==> src/rtl/gen_arb_pkg.sv <==
// Shared constants, state type and index helper for the generate-case arbiter.
package gen_arb_pkg;

    localparam int ARB_FIXED   = 0;
    localparam int ARB_RR      = 1;
    localparam int ARB_RR_HOLD = 2;
    localparam int MAX_REQ     = 16;

    typedef enum logic {IDLE, GRANT} arb_state_t;

    function automatic logic [3:0] oh2idx(input logic [MAX_REQ-1:0] oh);
        logic [3:0] idx;
        idx = '0;
        for (int i = 0; i < MAX_REQ; i++)
            if (oh[i]) idx = idx | 4'(i);
        return idx;
    endfunction

endpackage

==> src/rtl/gen_arb_rr_pick.sv <==
// Rotating-priority pick: first set request at or above ptr_i, else wrap to the lowest.
module gen_arb_rr_pick #(
    parameter int N_REQ = 4,
    parameter int IDW   = 2
) (
    input  logic [N_REQ-1:0] req_i,
    input  logic [IDW-1:0]   ptr_i,
    output logic [N_REQ-1:0] win_o
);

    logic [N_REQ-1:0] hi;

    // x & -x isolates the lowest set bit, giving a one-hot result directly.
    assign hi    = req_i & ({N_REQ{1'b1}} << ptr_i);
    assign win_o = (|hi) ? (hi & (~hi + N_REQ'(1))) : (req_i & (~req_i + N_REQ'(1)));

endmodule

==> src/rtl/gen_case_arbiter.sv <==
// N-way request/grant arbiter; the scheme (fixed, round-robin, round-robin with hold
// limit) is chosen at elaboration by a generate case on ARB_MODE.
module gen_case_arbiter
    import gen_arb_pkg::*;
#(
    parameter  int N_REQ    = 4,
    parameter  int ARB_MODE = 1,
    parameter  int MAX_HOLD = 8,
    localparam int IDW      = (N_REQ > 1) ? $clog2(N_REQ) : 1
) (
    input  logic             clk,
    input  logic             rst_n,
    input  logic [N_REQ-1:0] req,
    input  logic [N_REQ-1:0] last,
    output logic [N_REQ-1:0] gnt,
    output logic             gnt_valid,
    output logic [IDW-1:0]   gnt_id,
    output logic             hold_expired
);

    localparam logic [7:0] HOLD_LAST = 8'(MAX_HOLD - 1);

    arb_state_t       state_q, state_d;
    logic [N_REQ-1:0] gnt_q, gnt_d;
    logic [IDW-1:0]   gnt_id_q, gnt_id_d;
    logic [IDW-1:0]   ptr_q, ptr_d;
    logic [7:0]       hold_q, hold_d;
    logic             gnt_valid_q, hexp_q, hexp_d;

    logic [N_REQ-1:0] arb_req, win;
    logic [IDW-1:0]   win_id, nxt_ptr;
    logic             g_req, g_last, others, release_c, forced, take;

    assign g_req     = |(req & gnt_q);
    assign g_last    = |(last & gnt_q);
    assign others    = |(req & ~gnt_q);
    assign release_c = (state_q == GRANT) && (!g_req || g_last);
    assign forced    = (ARB_MODE == ARB_RR_HOLD) && (state_q == GRANT) && !release_c &&
                       (hold_q == HOLD_LAST) && others;

    // Rotating modes keep the outgoing owner out of the re-arbitration it triggers.
    assign arb_req = ((ARB_MODE != ARB_FIXED) && (state_q == GRANT)) ? (req & ~gnt_q) : req;

    generate
        case (ARB_MODE)
            ARB_FIXED: begin : g_fixed
                assign win = arb_req & (~arb_req + N_REQ'(1));
            end
            ARB_RR, ARB_RR_HOLD: begin : g_rr
                gen_arb_rr_pick #(.N_REQ(N_REQ), .IDW(IDW)) u_pick (
                    .req_i (arb_req),
                    .ptr_i (ptr_q),
                    .win_o (win)
                );
            end
            default: begin : g_bad
                $error("gen_case_arbiter: unsupported ARB_MODE %0d", ARB_MODE);
            end
        endcase
    endgenerate

    assign win_id  = IDW'(oh2idx(MAX_REQ'(win)));
    assign nxt_ptr = (win_id == IDW'(N_REQ - 1)) ? '0 : win_id + IDW'(1);

    always_comb begin
        state_d  = state_q;
        gnt_d    = gnt_q;
        gnt_id_d = gnt_id_q;
        ptr_d    = ptr_q;
        hold_d   = hold_q;
        hexp_d   = 1'b0;
        take     = 1'b0;
        unique case (state_q)
            IDLE: take = |arb_req;
            GRANT: begin
                if (release_c || forced) begin
                    if (|arb_req) begin
                        take = 1'b1;
                    end else begin
                        state_d  = IDLE;
                        gnt_d    = '0;
                        gnt_id_d = '0;
                        hold_d   = '0;
                    end
                end else if ((ARB_MODE == ARB_RR_HOLD) && (hold_q != HOLD_LAST)) begin
                    hold_d = hold_q + 8'd1;
                end
            end
        endcase
        if (take) begin
            state_d  = GRANT;
            gnt_d    = win;
            gnt_id_d = win_id;
            ptr_d    = nxt_ptr;
            hold_d   = '0;
            hexp_d   = forced;
        end
    end

    always_ff @(posedge clk or negedge rst_n) begin
        if (!rst_n) begin
            state_q     <= IDLE;
            gnt_q       <= '0;
            gnt_id_q    <= '0;
            ptr_q       <= '0;
            hold_q      <= '0;
            gnt_valid_q <= 1'b0;
            hexp_q      <= 1'b0;
        end else begin
            state_q     <= state_d;
            gnt_q       <= gnt_d;
            gnt_id_q    <= gnt_id_d;
            ptr_q       <= ptr_d;
            hold_q      <= hold_d;
            gnt_valid_q <= |gnt_d;
            hexp_q      <= hexp_d;
        end
    end

    assign gnt          = gnt_q;
    assign gnt_valid    = gnt_valid_q;
    assign gnt_id       = gnt_id_q;
    assign hold_expired = hexp_q;

endmodule
==> config.mk <==
export PLATFORM = sky130hd
export DESIGN_NAME = gen_case_arbiter
export DESIGN_NICKNAME = d
export VERILOG_FILES = /design/src/rtl/gen_arb_pkg.sv /design/src/rtl/gen_arb_rr_pick.sv /design/src/rtl/gen_case_arbiter.sv
export SDC_FILE = /design/constraint.sdc
export NUM_CORES = 1
export LEC_CHECK = 0
export CORE_MARGIN = 1
export CORE_UTILIZATION = 40
export DETAILED_ROUTE_END_ITERATION = 8
export HOLD_SLACK_MARGIN = 0.1
export PLACE_DENSITY = 0.73
export SLEW_MARGIN = 10
export SYNTH_ARGS = -nofsm -noshare
export SYNTH_HDL_FRONTEND = slang
export SYNTH_HIERARCHICAL = 1
export SYNTH_SLANG_ARGS = --single-unit
==> constraint.sdc <==
create_clock -name clk -period 2.8 [get_ports clk]
set_clock_uncertainty 0.1 [all_clocks]
set_input_delay 0.56 -clock clk [delete_from_list [all_inputs] [get_ports clk]]
set_output_delay 0.56 -clock clk [all_outputs]
set_load 0.05 [all_outputs]
Yosys cells after proc, flatten, opt, wreduce, memory -nomap -nowiden

Cells that the tools add are included.

Register bits after elaboration: 10
Bits of input ports: 10

Add/sub/neg operators: 3
Shift-type cells: 1
Mux-type cells: 20
Equal/unequal tests: 2
Reduce and logical (&&, ||, !) cells: 11
Bitwise logic cells: 10

Operator list:

| cell                | count |
|---|---|
| $and 4x4->4         | 6 |
| $mux 4              | 6 |
| $reduce_or 4->1     | 5 |
| $mux 2              | 7 |
| $not 4->4           | 3 |
| $add 4x1->4 const B | 2 |
| $mux 1              | 6 |
| $reduce_bool 2->1   | 2 |
| $shl 4x2->4 const A | 1 |
| $reduce_and 3->1    | 1 |
| $add 2x1->2 const B | 1 |
| $eq 2x2->1 const B  | 1 |
| $ne 2x2->1 const B  | 1 |
| $pmux 1 s2          | 1 |
| $logic_and 1x1->1   | 1 |
| $logic_not 1->1     | 1 |
| $logic_or 1x1->1    | 1 |
| $not 1->1           | 1 |

Depth between registers and ports, before layout

Depth in word-level cells: 13
Gate-level depth with buffers: 7

Hierarchy

Netlist, hierarchy kept.

By module, submodules not included:

| module           | cells each | area each (um^2) | sequential area each (um^2) | instances |
|---|---|---|---|---|
| gen_case_arbiter | 47         | 540.5            | 250.2                       | 1 |
| gen_arb_rr_pick  | 17         | 100.1            | 0.0                         | 1 |

Least setup slack after synthesis

No wires, ideal clock.

Path kind: register -> register
Start: register gnt_q[2] (netlist: gnt[2])
End: register ptr_q[1]
Cell stages (with the launch flop): 8
Slack: 0.649 ns
Clock period less this slack: 2.151 ns
Data required time: 2.575 ns
Setup time: 0.125 ns
Arrival time: 1.926 ns
Cells stage by stage: dfrtp_1 > a21boi_1 > nor2b_2 > o21ai_0 > and3_1 > xnor2_1 > nor2_1 > mux2_4

Elaborated cells on any way between the ends: 29
Those cells by class: 3 x add/sub; 1 x eq/ne; 9 x mux; 9 x bitwise; 7 x reduce/logical

RTL lines:

| what                                      | line                    | RTL |
|---|---|---|
| from (decl)                               | gen_case_arbiter.sv:24  | `logic [N_REQ-1:0] gnt_q, gnt_d;` |
| from (signal assigned)                    | gen_case_arbiter.sv:111 | `gnt_q <= gnt_d;` |
| $not 4->4 *                               | gen_case_arbiter.sv:42  | `assign arb_req = ((ARB_MODE != ARB_FIXED) && (state_q == GRANT)) ? (req & ~gnt_q) : req;` |
| $and 4x4->4 *                             | gen_case_arbiter.sv:42  |  |
| $mux 4 *                                  | gen_case_arbiter.sv:42  |  |
| net arb_req[2]                            | gen_case_arbiter.sv:30  | `logic [N_REQ-1:0] arb_req, win;` |
| $and 4x4->4 *                             | gen_arb_rr_pick.sv:14   | `assign hi = req_i & ({N_REQ{1'b1}} << ptr_i);` |
| $reduce_or 4->1 *                         | gen_arb_rr_pick.sv:15   | `assign win_o = (\|hi) ? (hi & (~hi + N_REQ'(1))) : (req_i & (~req_i + N_REQ'(1)));` |
| $mux 4 *                                  | gen_arb_rr_pick.sv:15   |  |
| net win[1]                                | gen_case_arbiter.sv:30  |  |
| $mux 1 *                                  | gen_arb_pkg.sv:15       | `if (oh[i]) idx = idx \| 4'(i);` |
| $mux 2 * (2 in series)                    | gen_arb_pkg.sv:15       |  |
| $add 2x1->2 or $eq 2x2->1 (tied branches) | gen_case_arbiter.sv:63  | `assign nxt_ptr = (win_id == IDW'(N_REQ - 1)) ? '0 : win_id + IDW'(1);` |
| $mux 2 *                                  | gen_case_arbiter.sv:63  |  |
| to (signal assigned)                      | gen_case_arbiter.sv:113 | `ptr_q <= ptr_d;` |
| to (decl)                                 | gen_case_arbiter.sv:26  | `logic [IDW-1:0] ptr_q, ptr_d;` |

The timed path passes the listed nets; every way through them passes the cells marked *.
A chain may end at the register's enable or synchronous reset.

Worst setup path after layout

Start: input port req[1]
End: register gnt_id_q[0] (netlist: gnt_id[0])

Elaborated cells on any way between the ends: 28
Those cells by class: 2 x add/sub; 1 x eq/ne; 9 x mux; 7 x bitwise; 9 x reduce/logical

RTL lines:

| what                 | line                    | RTL |
|---|---|---|
| from (decl)          | gen_case_arbiter.sv:13  | `input logic [N_REQ-1:0] req,` |
| $and 4x4->4          | gen_case_arbiter.sv:42  |  |
| $mux 4 *             | gen_case_arbiter.sv:42  |  |
| net arb_req[1]       | gen_case_arbiter.sv:30  |  |
| $and 4x4->4          | gen_arb_rr_pick.sv:14   |  |
| $not 4->4            | gen_arb_rr_pick.sv:15   |  |
| $add 4x1->4          | gen_arb_rr_pick.sv:15   |  |
| $and 4x4->4          | gen_arb_rr_pick.sv:15   |  |
| $mux 4 *             | gen_arb_rr_pick.sv:15   |  |
| net win[3]           | gen_case_arbiter.sv:30  |  |
| $mux 2 *             | gen_arb_pkg.sv:15       |  |
| $mux 2 *             | gen_case_arbiter.sv:90  | `if (take) begin` |
| to (signal assigned) | gen_case_arbiter.sv:112 | `gnt_id_q <= gnt_id_d;` |
| to (decl)            | gen_case_arbiter.sv:25  | `logic [IDW-1:0] gnt_id_q, gnt_id_d;` |

Marks and branches as above.

==> metrics.txt <==
Layout area overhead=36.1%; met3 wire len=about 29 µm; post-synthesis cell count=64; Via Count=593; fillers=135; Final Non-Filler Cells=between 100 and 150; first-pass GRT wire length=2640 µm; combinational power share=60.0%; async set-reset flop share out of synthesis=100%; Max IR drop VDD=0.000513 V; Pins Over Slew Limit=0; Chip Width=approximately 42 µm; switching share of power=46.3%; Post-synth top cells=dfrtp_1 (10), nor2_1 (7), a22o_1 (6), a21boi_1 (4), nand2_1 (4); Tmin final=2.29 ns; fraction of layout cells with a size suffix above 1=17.4%; cts hold-fix bufs=0; routed vias/inst=5.81; Netlist cell types=31; Die Y=42.0 µm; Sequential Area=250 µm²; Area contributors post-synth=dfrtp_1 (39%), a22o_1 (8.2%), a21boi_1 (4.7%), mux2_4 (4.7%), nor2_1 (4.1%); RSZ-0062 raised after global routing=false; final WL=1470 µm; htree depth=1; WL met1=693 µm; Root Buffer=clkbuf_4; Initial DRC Count=3; status=finished, final reports clean; Worst EP required=2.85 ns; Fmax=436 MHz; diode count=0; P_int=approximately 550 µW; CP Max Fanout=4; WL met2=726 µm; critical path data arrival time=2.35 ns; top routing layer in use=met4; multi-input logic area=379 µm²; P_leak=0.385 nW; CTS tree=yes; Flop pwr share=27.3%; 1st-pass router iterations=4; finished layout cell area=872 µm²; Post-Syn Area per Cell=around 10 µm²; Area after DPL=836 µm²; worst min-delay path class=reg2reg; number of synthesized flops with an enable pin=0; port buffer count=16; cts repair resizes=0; Primary FF master, synth=dfrtp_1; IO Pins=18; Clock Tree Buf Depth=2; total CTS buffers=3; count of final hold-check violations=0; core region area=1510 µm²; critical path endpoint category=flop; Synth warnings=6; WL per Instance=14.4 µm; final core utilization=between 50% and 60%; gp weighted congestion=0.810; largest net degree at the start of global routing=11; most instantiated library cell after synthesis=dfrtp_1; Num Clock Sinks=10; worst skew pair latency=around 0.26 ns; Setup Fix Bufs, Post-CTS=0; setup TNS=0 ns; global route overflow=0; initial cell density of the core=42.5%; initial antenna violation count=0; P_sw=469 µW; Post-DRT Antenna Nets=0; die area=1770 µm²; Rows=14; Nets=97; drc violations=0; vias in the first global route=573; Pwr Density=1160 nW/µm²; Post-Syn Area=around 640 µm²; Crit Path Class=in2reg; Clock transition at path regs=about 0.07 ns; Placed Cells=98; crit start category=input port; number of max-cap violations=0; placed wire-length estimate=between 1000 and 1500 µm; share of the synthesized area in the top cell type=39.1%; Yosys reg bits=10; setup violators final=0; sequential element share of the synthesized area=39.1%; Syn Nets=74; total track usage=about 20%; Synth area leader=dfrtp_1; Clk pwr share=12.7%; final critical-path share of the clock period=81.9%
==> routing by layer <==
metal  GRT usage [%]  vias to the layer above
met3            2.59                        2
met1            25.8                      292
met5               0                        -
met2            32.5                       14
li1                -                      285
met4            11.3                        0
==> layout make-up <==
class | instances | area share, %
multi-input combinational | 52 | 43.5
sequential | 10 | 28.7
timing repair buffer | 19 | 20.9
clock buffer | 4 | 4.16
tap | 16 | 2.30
inverter | 1 | 0.430
==> registers in the layout (all words and copies together), names as in the netlist <==
name / cells
gnt_valid: 1
gnt_id: 2
gnt: 4
ptr_q: 2
state_q: 1
==> critical path, stage by stage <==
cell and delay (ns):
clkdlybuf4s50_1 0.48, a21boi_1 0.40, nor2_1 0.13, o221a_2 0.32, nor2_1 0.20, a211oi_1 0.08
a21o_1 0.18
==> placed cells by master, fill, tap and decap left out, types with 3 or more instances in the layout <==
cell type / count
clkdlybuf4s50_1: 16
dfrtp_1: 10
nor2_1: 7
a22o_1: 6
a21boi_1: 4
nand2_1: 4
clkbuf_4: 3
buf_4: 3
==> power groups by stage <==
| stage | combinational [mW] | sequential, mW | clock [mW] |
|---|---|---|---|
| finish | 0.609 | 0.277 | 0.129 |
| global placement | 0.598 | 0.276 | 0 |
| CTS | 0.610 | 0.277 | 0.132 |
| floorplan | 0.322 | 0.390 | 0 |
| detailed placement | 0.612 | 0.275 | 0 |
| global route | 0.651 | 0.286 | 0.137 |
==> per-stage QoR <==
stage | setup slack (ns) | hold slack (ns) | total power [mW]
global route | 0.310 | 0.431 | 1.07
finish | 0.506 | 0.414 | 1.01
detailed placement | 0.216 | 0.380 | 0.887
CTS | 0.491 | 0.425 | 1.02
global placement | 0.249 | 0.366 | 0.874
floorplan | 0.649 | 0.164 | 0.712
==> worst paths after layout <==
| path | start | to | slack (ns) | depth (start not counted) |
|---|---|---|---|---|
| worst max-delay path | req[1] | gnt_id[0]$_DFFE_PN0P_ | 0.51 | 7 |
| worst min-delay path | gnt_id[1]$_DFFE_PN0P_ | gnt_id[1]$_DFFE_PN0P_ | 0.41 | 1 |
| worst max register to register | state_q$_DFF_PN0_ | gnt_id[0]$_DFFE_PN0P_ | 0.82 | 6 |
| worst min register to register | gnt_id[1]$_DFFE_PN0P_ | gnt_id[1]$_DFFE_PN0P_ | 0.41 | 1 |
| max in group asynchronous | rst_n | gnt[3]$_DFF_PN0_ | 1.80 | 1 |
| min in group asynchronous | rst_n | gnt_id[0]$_DFFE_PN0P_ | 0.50 | 1 |
==> kinds of logic after synthesis <==
family / count (synthesis) / synth area share [%]
multiplexers: 2 / 4.69
AND/OR/NAND/NOR: 22 / 19.9
flip-flops: 10 / 39.1
buffers and inverters: 2 / 1.76
other: 1 / 0.585
AO/OA/AOI/OAI: 26 / 32.6
XOR/XNOR: 1 / 1.37
Power figures use the tool's default switching activity.
